File: src/rtl/mem_access_ctrl.sv
// CPU-to-memory access sequencer for a 16-bit memory with a level trigger handshake.
// A stale trigger is drained before issue, and DRAIN/WAIT_TRIG are bounded by a timeout.
module mem_access_ctrl #(
  parameter int TIMEOUT_CYCLES = 15,
  parameter int SETTLE_CYCLES  = 1
) (
  input  logic        clk,
  input  logic        reset,
  input  logic        req,
  input  logic        req_we,
  input  logic [10:0] req_addr,
  input  logic [15:0] req_wdata,
  output logic        busy,
  output logic        done,
  output logic        err,
  output logic [15:0] rdata,
  output logic [10:0] mem_address,
  output logic [15:0] mem_datain,
  output logic        mem_write_enable,
  input  logic [15:0] mem_dataout,
  input  logic        mem_trigger
);
  localparam int TO_W = $clog2(TIMEOUT_CYCLES + 1);

  typedef enum logic [2:0] {
    IDLE      = 3'd0,
    DRAIN     = 3'd1,
    ISSUE     = 3'd2,
    WAIT_TRIG = 3'd3,
    SETTLE    = 3'd4,
    DONE      = 3'd5
  } state_t;

  state_t          r_state;
  state_t          w_next;
  logic            w_abort;
  logic [TO_W-1:0] r_to;
  logic [TO_W-1:0] w_to_inc;
  logic            w_to_hit;
  logic            w_to_clr;
  logic [2:0]      r_settle;
  logic            r_lat_we;
  logic [10:0]     r_lat_addr;
  logic [15:0]     r_lat_wdata;
  logic            r_busy;
  logic            r_done;
  logic            r_err;
  logic [15:0]     r_rdata;
  logic [10:0]     r_mem_addr;
  logic [15:0]     r_mem_wdata;
  logic            r_mem_we;

  // The incremented value is what gets compared, so the counter never needs to hold TIMEOUT_CYCLES itself.
  assign w_to_inc = r_to + TO_W'(1);
  assign w_to_hit = (w_to_inc == TO_W'(TIMEOUT_CYCLES));
  assign w_to_clr = ((w_next == DRAIN) && (r_state != DRAIN)) ||
                    ((w_next == WAIT_TRIG) && (r_state != WAIT_TRIG));

  always_ff @(posedge clk) begin
    if (reset) begin
      r_state <= IDLE;
    end else begin
      r_state <= w_next;
    end
  end

  always_comb begin
    w_next  = r_state;
    w_abort = 1'b0;
    case (r_state)
      IDLE: begin
        if (req) w_next = DRAIN;
        else     w_next = IDLE;
      end
      DRAIN: begin
        if (!mem_trigger) begin
          w_next = ISSUE;
        end else if (w_to_hit) begin
          w_next  = DONE;
          w_abort = 1'b1;
        end else begin
          w_next = DRAIN;
        end
      end
      ISSUE: w_next = WAIT_TRIG;
      WAIT_TRIG: begin
        if (mem_trigger) begin
          w_next = SETTLE;
        end else if (w_to_hit) begin
          w_next  = DONE;
          w_abort = 1'b1;
        end else begin
          w_next = WAIT_TRIG;
        end
      end
      SETTLE: begin
        if (r_settle == 3'd0) w_next = DONE;
        else                  w_next = SETTLE;
      end
      DONE:    w_next = IDLE;
      default: w_next = IDLE;
    endcase
  end

  always_ff @(posedge clk) begin
    if (reset) begin
      r_to        <= '0;
      r_settle    <= 3'd0;
      r_lat_we    <= 1'b0;
      r_lat_addr  <= 11'h000;
      r_lat_wdata <= 16'h0000;
      r_busy      <= 1'b0;
      r_done      <= 1'b0;
      r_err       <= 1'b0;
      r_rdata     <= 16'h0000;
      r_mem_addr  <= 11'h000;
      r_mem_wdata <= 16'h0000;
      r_mem_we    <= 1'b0;
    end else begin
      if ((r_state == IDLE) && req) begin
        r_lat_we    <= req_we;
        r_lat_addr  <= req_addr;
        r_lat_wdata <= req_wdata;
      end

      if (w_to_clr) begin
        r_to <= '0;
      end else if ((r_state == DRAIN) || (r_state == WAIT_TRIG)) begin
        r_to <= w_to_inc;
      end

      if ((r_state == WAIT_TRIG) && (w_next == SETTLE)) begin
        r_settle <= 3'(SETTLE_CYCLES - 1);
      end else if ((r_state == SETTLE) && (r_settle != 3'd0)) begin
        r_settle <= r_settle - 3'd1;
      end

      // Address and data move only here, so the memory sees stable inputs between accesses.
      if (r_state == ISSUE) begin
        r_mem_addr  <= r_lat_addr;
        r_mem_wdata <= r_lat_wdata;
        r_mem_we    <= r_lat_we;
      end else if ((w_next == DONE) || (w_next == IDLE)) begin
        r_mem_we    <= 1'b0;
      end

      if ((r_state == SETTLE) && (w_next == DONE) && !r_lat_we) begin
        r_rdata <= mem_dataout;
      end else if (w_abort && !r_lat_we) begin
        r_rdata <= 16'h0000;
      end

      r_busy <= (w_next != IDLE);
      r_done <= (w_next == DONE);
      r_err  <= w_abort;
    end
  end

  assign busy             = r_busy;
  assign done             = r_done;
  assign err              = r_err;
  assign rdata            = r_rdata;
  assign mem_address      = r_mem_addr;
  assign mem_datain       = r_mem_wdata;
  assign mem_write_enable = r_mem_we;

endmodule

File: config.mk
export PLATFORM = sky130hd
export DESIGN_NAME = mem_access_ctrl
export DESIGN_NICKNAME = d
export VERILOG_FILES = /design/src/rtl/mem_access_ctrl.sv
export SDC_FILE = /design/constraint.sdc
export NUM_CORES = 1
export LEC_CHECK = 0
export ABC_AREA = 1
export CORE_MARGIN = 2
export CORE_UTILIZATION = 50
export DETAILED_ROUTE_END_ITERATION = 8
export GPL_ROUTABILITY_DRIVEN = 0
export MAX_ROUTING_LAYER = met4
export PLACE_DENSITY = 0.84
export SKIP_LAST_GASP = 1
export SYNTH_ARGS = -nofsm -noshare
export SYNTH_HDL_FRONTEND = slang
export SYNTH_SLANG_ARGS = --single-unit
File: constraint.sdc
create_clock -name clk -period 4.5 [get_ports clk]
set_clock_uncertainty 0.2 [all_clocks]
set_input_delay 0.45 -clock clk [delete_from_list [all_inputs] [get_ports clk]]
set_output_delay 0.45 -clock clk [all_outputs]
set_load 0.01 [all_outputs]
==> results.txt <==
----------------------------------------------------
[Setup path]
  R2r setup slk ... roughly 1600 ps
  Critical path buffers and inverters ... 2
  Capture point of the worst reg-to-reg path ... r_lat_wdata[8]$_SDFFE_PP0P_
  Data required, critical path ... 4540 ps
  Arrival time of the worst setup path ... slightly below 3000 ps
  Endpoint kind of the worst setup timing path ... flop
  Top cell family by delay on the critical path ... buffers and inverters
  Highest cell delay on the worst timing path ... between 900 and 1000 ps
  CP startpoint kind ... primary input
  Worst path slowest cell ... clkinv_1
  Worst setup path class ... primary input to flop
  Startpoint of the most critical register-to-register path ... r_state[0]$_SDFF_PP0_
  Max Fanout on Critical Path ... 32
  Number of cells traversed by the worst register-to-register path ... 5
  Cell seen most often among critical-path stages ... nor2_1
  Ordered cell list for the critical path ... clkdlybuf4s50_1 -> nand3_1 -> clkinv_1 -> nor2_1 -> nor2_1

[Worst hold path]
  Hold path startpoint ... r_lat_wdata[2]$_SDFFE_PP0P_
  Min-Delay Path Class ... flop to flop
  Number of cells traversed by the worst hold path ... 2
  Endpoint with the worst hold slack ... mem_datain[2]$_SDFFE_PP0P_

[Cells and area]
  Area added between synthesis and finish ... 37.0%
  Final-layout fill cell count ... 478
  Area occupied by multi-input gates ... 1280 um2
  Storage cell area ... 1700 um2
  Share of final-layout standard cells stronger than drive strength 1 ... 5.98%
  Number of antenna cells inserted ... 0
  Post-route design area ... 4340 um2
  Total number of nets in the final design ... 549

[STA]
  Final sum of negative setup slack ... 0 ps
  Final count of hold timing violations ... 0
  Tightest Pin Transition ... ~1000 ps
  Final setup violation count ... 0
  Worst slew margin relative to its limit ... roughly 33%
  RSZ-0062 raised after global routing ... no
  Highest achievable clock rate ... 0.347 GHz
  Period utilisation layout ... between 60 and 70%
  Count of pins over their slew limit ... 0
  Post-route minimum period ... 2890 ps

[Synthesis]
  Sequential fraction of the synthesis area ... 53.8%
  Register bit count reported by yosys ... 85
  Cell variety after synth ... 24
  YS warnings ... 0
  Gate Count Post-Synth ... 413
  Synthesized netlist net count ... 465
  Mapped cell area ... 3170 um2
  Syn avg cell area ... 7.66 um2

[Power]
  Pint ... about 1.3 mW
  Total Power Consumption ... 1.65 mW
  Psw ... 0.388 mW
  Power share of the clock group ... about two fifths
  Combinational cell fraction of total power ... around 11%
  Power density of the placed cells ... 380 nW/um2
  Leakage ... roughly 1.6 nW
  Part of the power in registers ... around half
  Net switching share of the total power ... 23.5%
  Worst ir drop on vdd ... 0.000243 V

[Place]
  Port Buf Inserts ... 94
  Post-Place Cell Area ... 4100 um2
  Placed wire-length estimate after detailed placement ... 5100 um

[Clock tree]
  Total number of H-tree levels ... 3
  Number of CTS-inserted buffers ... 9
  Clk Tree Root Cell ... clkbuf_8
  Buffers from clock root to sink, at most ... 2
  Clock Sinks ... 85
  Post-CTS setup buffers ... 0
  Clk Latency, worst-skew pair ... 360 ps
  Number of buffers added to fix hold violations after cts ... 0
  Post_cts resized ... 0
  Clock-pin slew of the registers on the worst-case setup and hold paths ... approximately 90 ps
  Clock tree from TritonCTS ... built

[Die]
  Cell Rows ... 28
  Core Footprint ... 6030 um2
  Chip Height ... 83.6 um
  Horizontal die dimension ... 83.6 um
  Initial cell density of the core ... a little over half
  Top Ports ... 95
  Area enclosed by the die boundary ... 6980 um2

[Global route]
  Global-route wire length before repair ... 13000 um
  GRT overflow ... 0
  Maximum number of pins on one net before global-route repair ... 51
  Total track usage ... 23.5%
  Via count of the first global-routing pass ... 2882
  Number of antenna violations at the first check in global routing ... 0

[Detailed routing]
  Detailed-route wire length ... about 7600 um
  Number of detailed-routing iterations run before antenna repair ... 4
  Detail-routed via count per cell ... 5.06
  Detail-routed net length per standard cell ... 13.2 um
  Via Count ... approximately 2.9k
  Initial drt markers ... about 210
  Post-route ant nets ... 0
  Post-route DRC violation count ... 0

[Outcome]
  Run status ... finished clean

[Job]
  Number of violations of the max-capacitance limit ... 0

----------------------------------------------------
[synthesized netlist by cell type]
cell      instances  share of area (%)
nor2_1           64                7.6
clkbuf_1         11                1.3
inv_2             3               0.36
nand2_4           1               0.36
nor2_4            1               0.36
ha_1              4                1.6
nor2_2            3               0.59
buf_6             2               0.71
nor3_1            1               0.16
inv_1            16                1.9
xor2_1            1               0.28
buf_2             8                1.3
a21oi_1          53                8.4
nand3_2           1               0.32
o21ai_0          28                4.4
dfxtp_1          85                 54
nand2_1         112                 13
nand4_1           1               0.20
nand2_2           4               0.79
buf_1             1               0.12
a211oi_1          3               0.71
nand3_1           8                1.3
or2_2             1               0.20
clkinv_1          1               0.12
[metrics by stage]
step	cells	hold slack (ps)	setup WS, ps	util (%)
after CTS	577	258	1660	71.9
after detailed placement	561	254	1300	68.0
final	577	254	1610	71.9
after global placement	561	246	1340	68.0
after floorplan	413	238	2870	-
after global routing	577	280	1290	71.9
[how the worst max path moves through the flow]
| stage | depth (start not counted) | from | slack (ps) | endpoint |
|---|---|---|---|---|
| 6_report | 5 | req | 1610 | r_lat_wdata[8]$_SDFFE_PP0P_ |
| 5_1_grt | 5 | r_state[0]$_SDFF_PP0_ | 1290 | r_lat_addr[9]$_SDFFE_PP0P_ |
| 4_1_cts | 5 | req | 1660 | r_lat_wdata[4]$_SDFFE_PP0P_ |
| 3_5_place_dp | 5 | req | 1300 | r_lat_wdata[8]$_SDFFE_PP0P_ |
| 3_3_place_gp | 5 | req | 1340 | r_lat_addr[5]$_SDFFE_PP0P_ |
| 2_1_floorplan | 11 | r_to[1]$_SDFFE_PP0P_ | 2870 | rdata[10]$_SDFFE_PP0P_ |
[area by class of cell]
type / instances / share of cell area (%)
multi-input combinational: 286 / 29.6
clock inverter: 4 / 2.19
inverter: 20 / 1.73
tap: 75 / 2.16
clock buffer: 12 / 3.35
timing repair buffer: 95 / 21.8
sequential: 85 / 39.2
[cell usage in the layout, fill, tap and decap left out, drive strengths merged]
cell	synthesis	routed
a21oi	53	53
dfxtp	85	85
nand4	1	1
clkdlybuf4s50	0	93
nand3	9	9
clkbuf	11	12
o21ai	28	28
ha	4	4
xor2	1	1
clkinv	1	2
inv	19	19
nand2	117	117
or2	1	1
a211oi	3	3
bufinv	0	3
buf	11	2
nor2	68	68
nor3	1	1
[tightest hold or removal path: stages, from the launching register on]
cell	delay, ps
dfxtp_1	310
nand2_1	60
a21oi_1	50
[routing by layer]
layer	track usage, %	part of all wire (%)	up-vias	routed length [um]
li1	-	-	1479	-
met1	27.1	44	1348	3350
met2	38.9	49	74	3710
met3	5.34	4.2	18	320
met4	10.7	2.8	0	216
met5	-	0	-	0
[registers in the layout (all words and copies together) (netlist names)]
register / cells
err: 1
r_lat_wdata: 16
done: 1
r_lat_we: 1
r_state: 3
mem_address: 11
busy: 1
mem_datain: 16
mem_write_enable: 1
r_to: 4
r_settle: 3
rdata: 16
r_lat_addr: 11
[power by group through the flow]
stage               Clock (mW)  Sequential, mW  Combinational (mW)
floorplan                    0           0.833               0.105
global placement             0           0.833               0.179
detailed placement           0           0.834               0.185
CTS                      0.651           0.817               0.186
global route             0.684           0.822               0.211
finish                   0.645           0.818               0.186
[logic make-up (layout without fill, tap and decap cells)]
logic type               count (synthesis)  after routing  synth area share (%)
buffers and inverters                   42            131                  5.77
XOR/XNOR                                 1              1                 0.277
flip-flops                              85             85                  53.8
AND/OR/NAND/NOR                        197            197                  25.1
AO/OA/AOI/OAI                           84             84                  13.5
adder cells (fa/ha/maj)                  4              4                  1.58
Power figures use the tool's default switching activity.
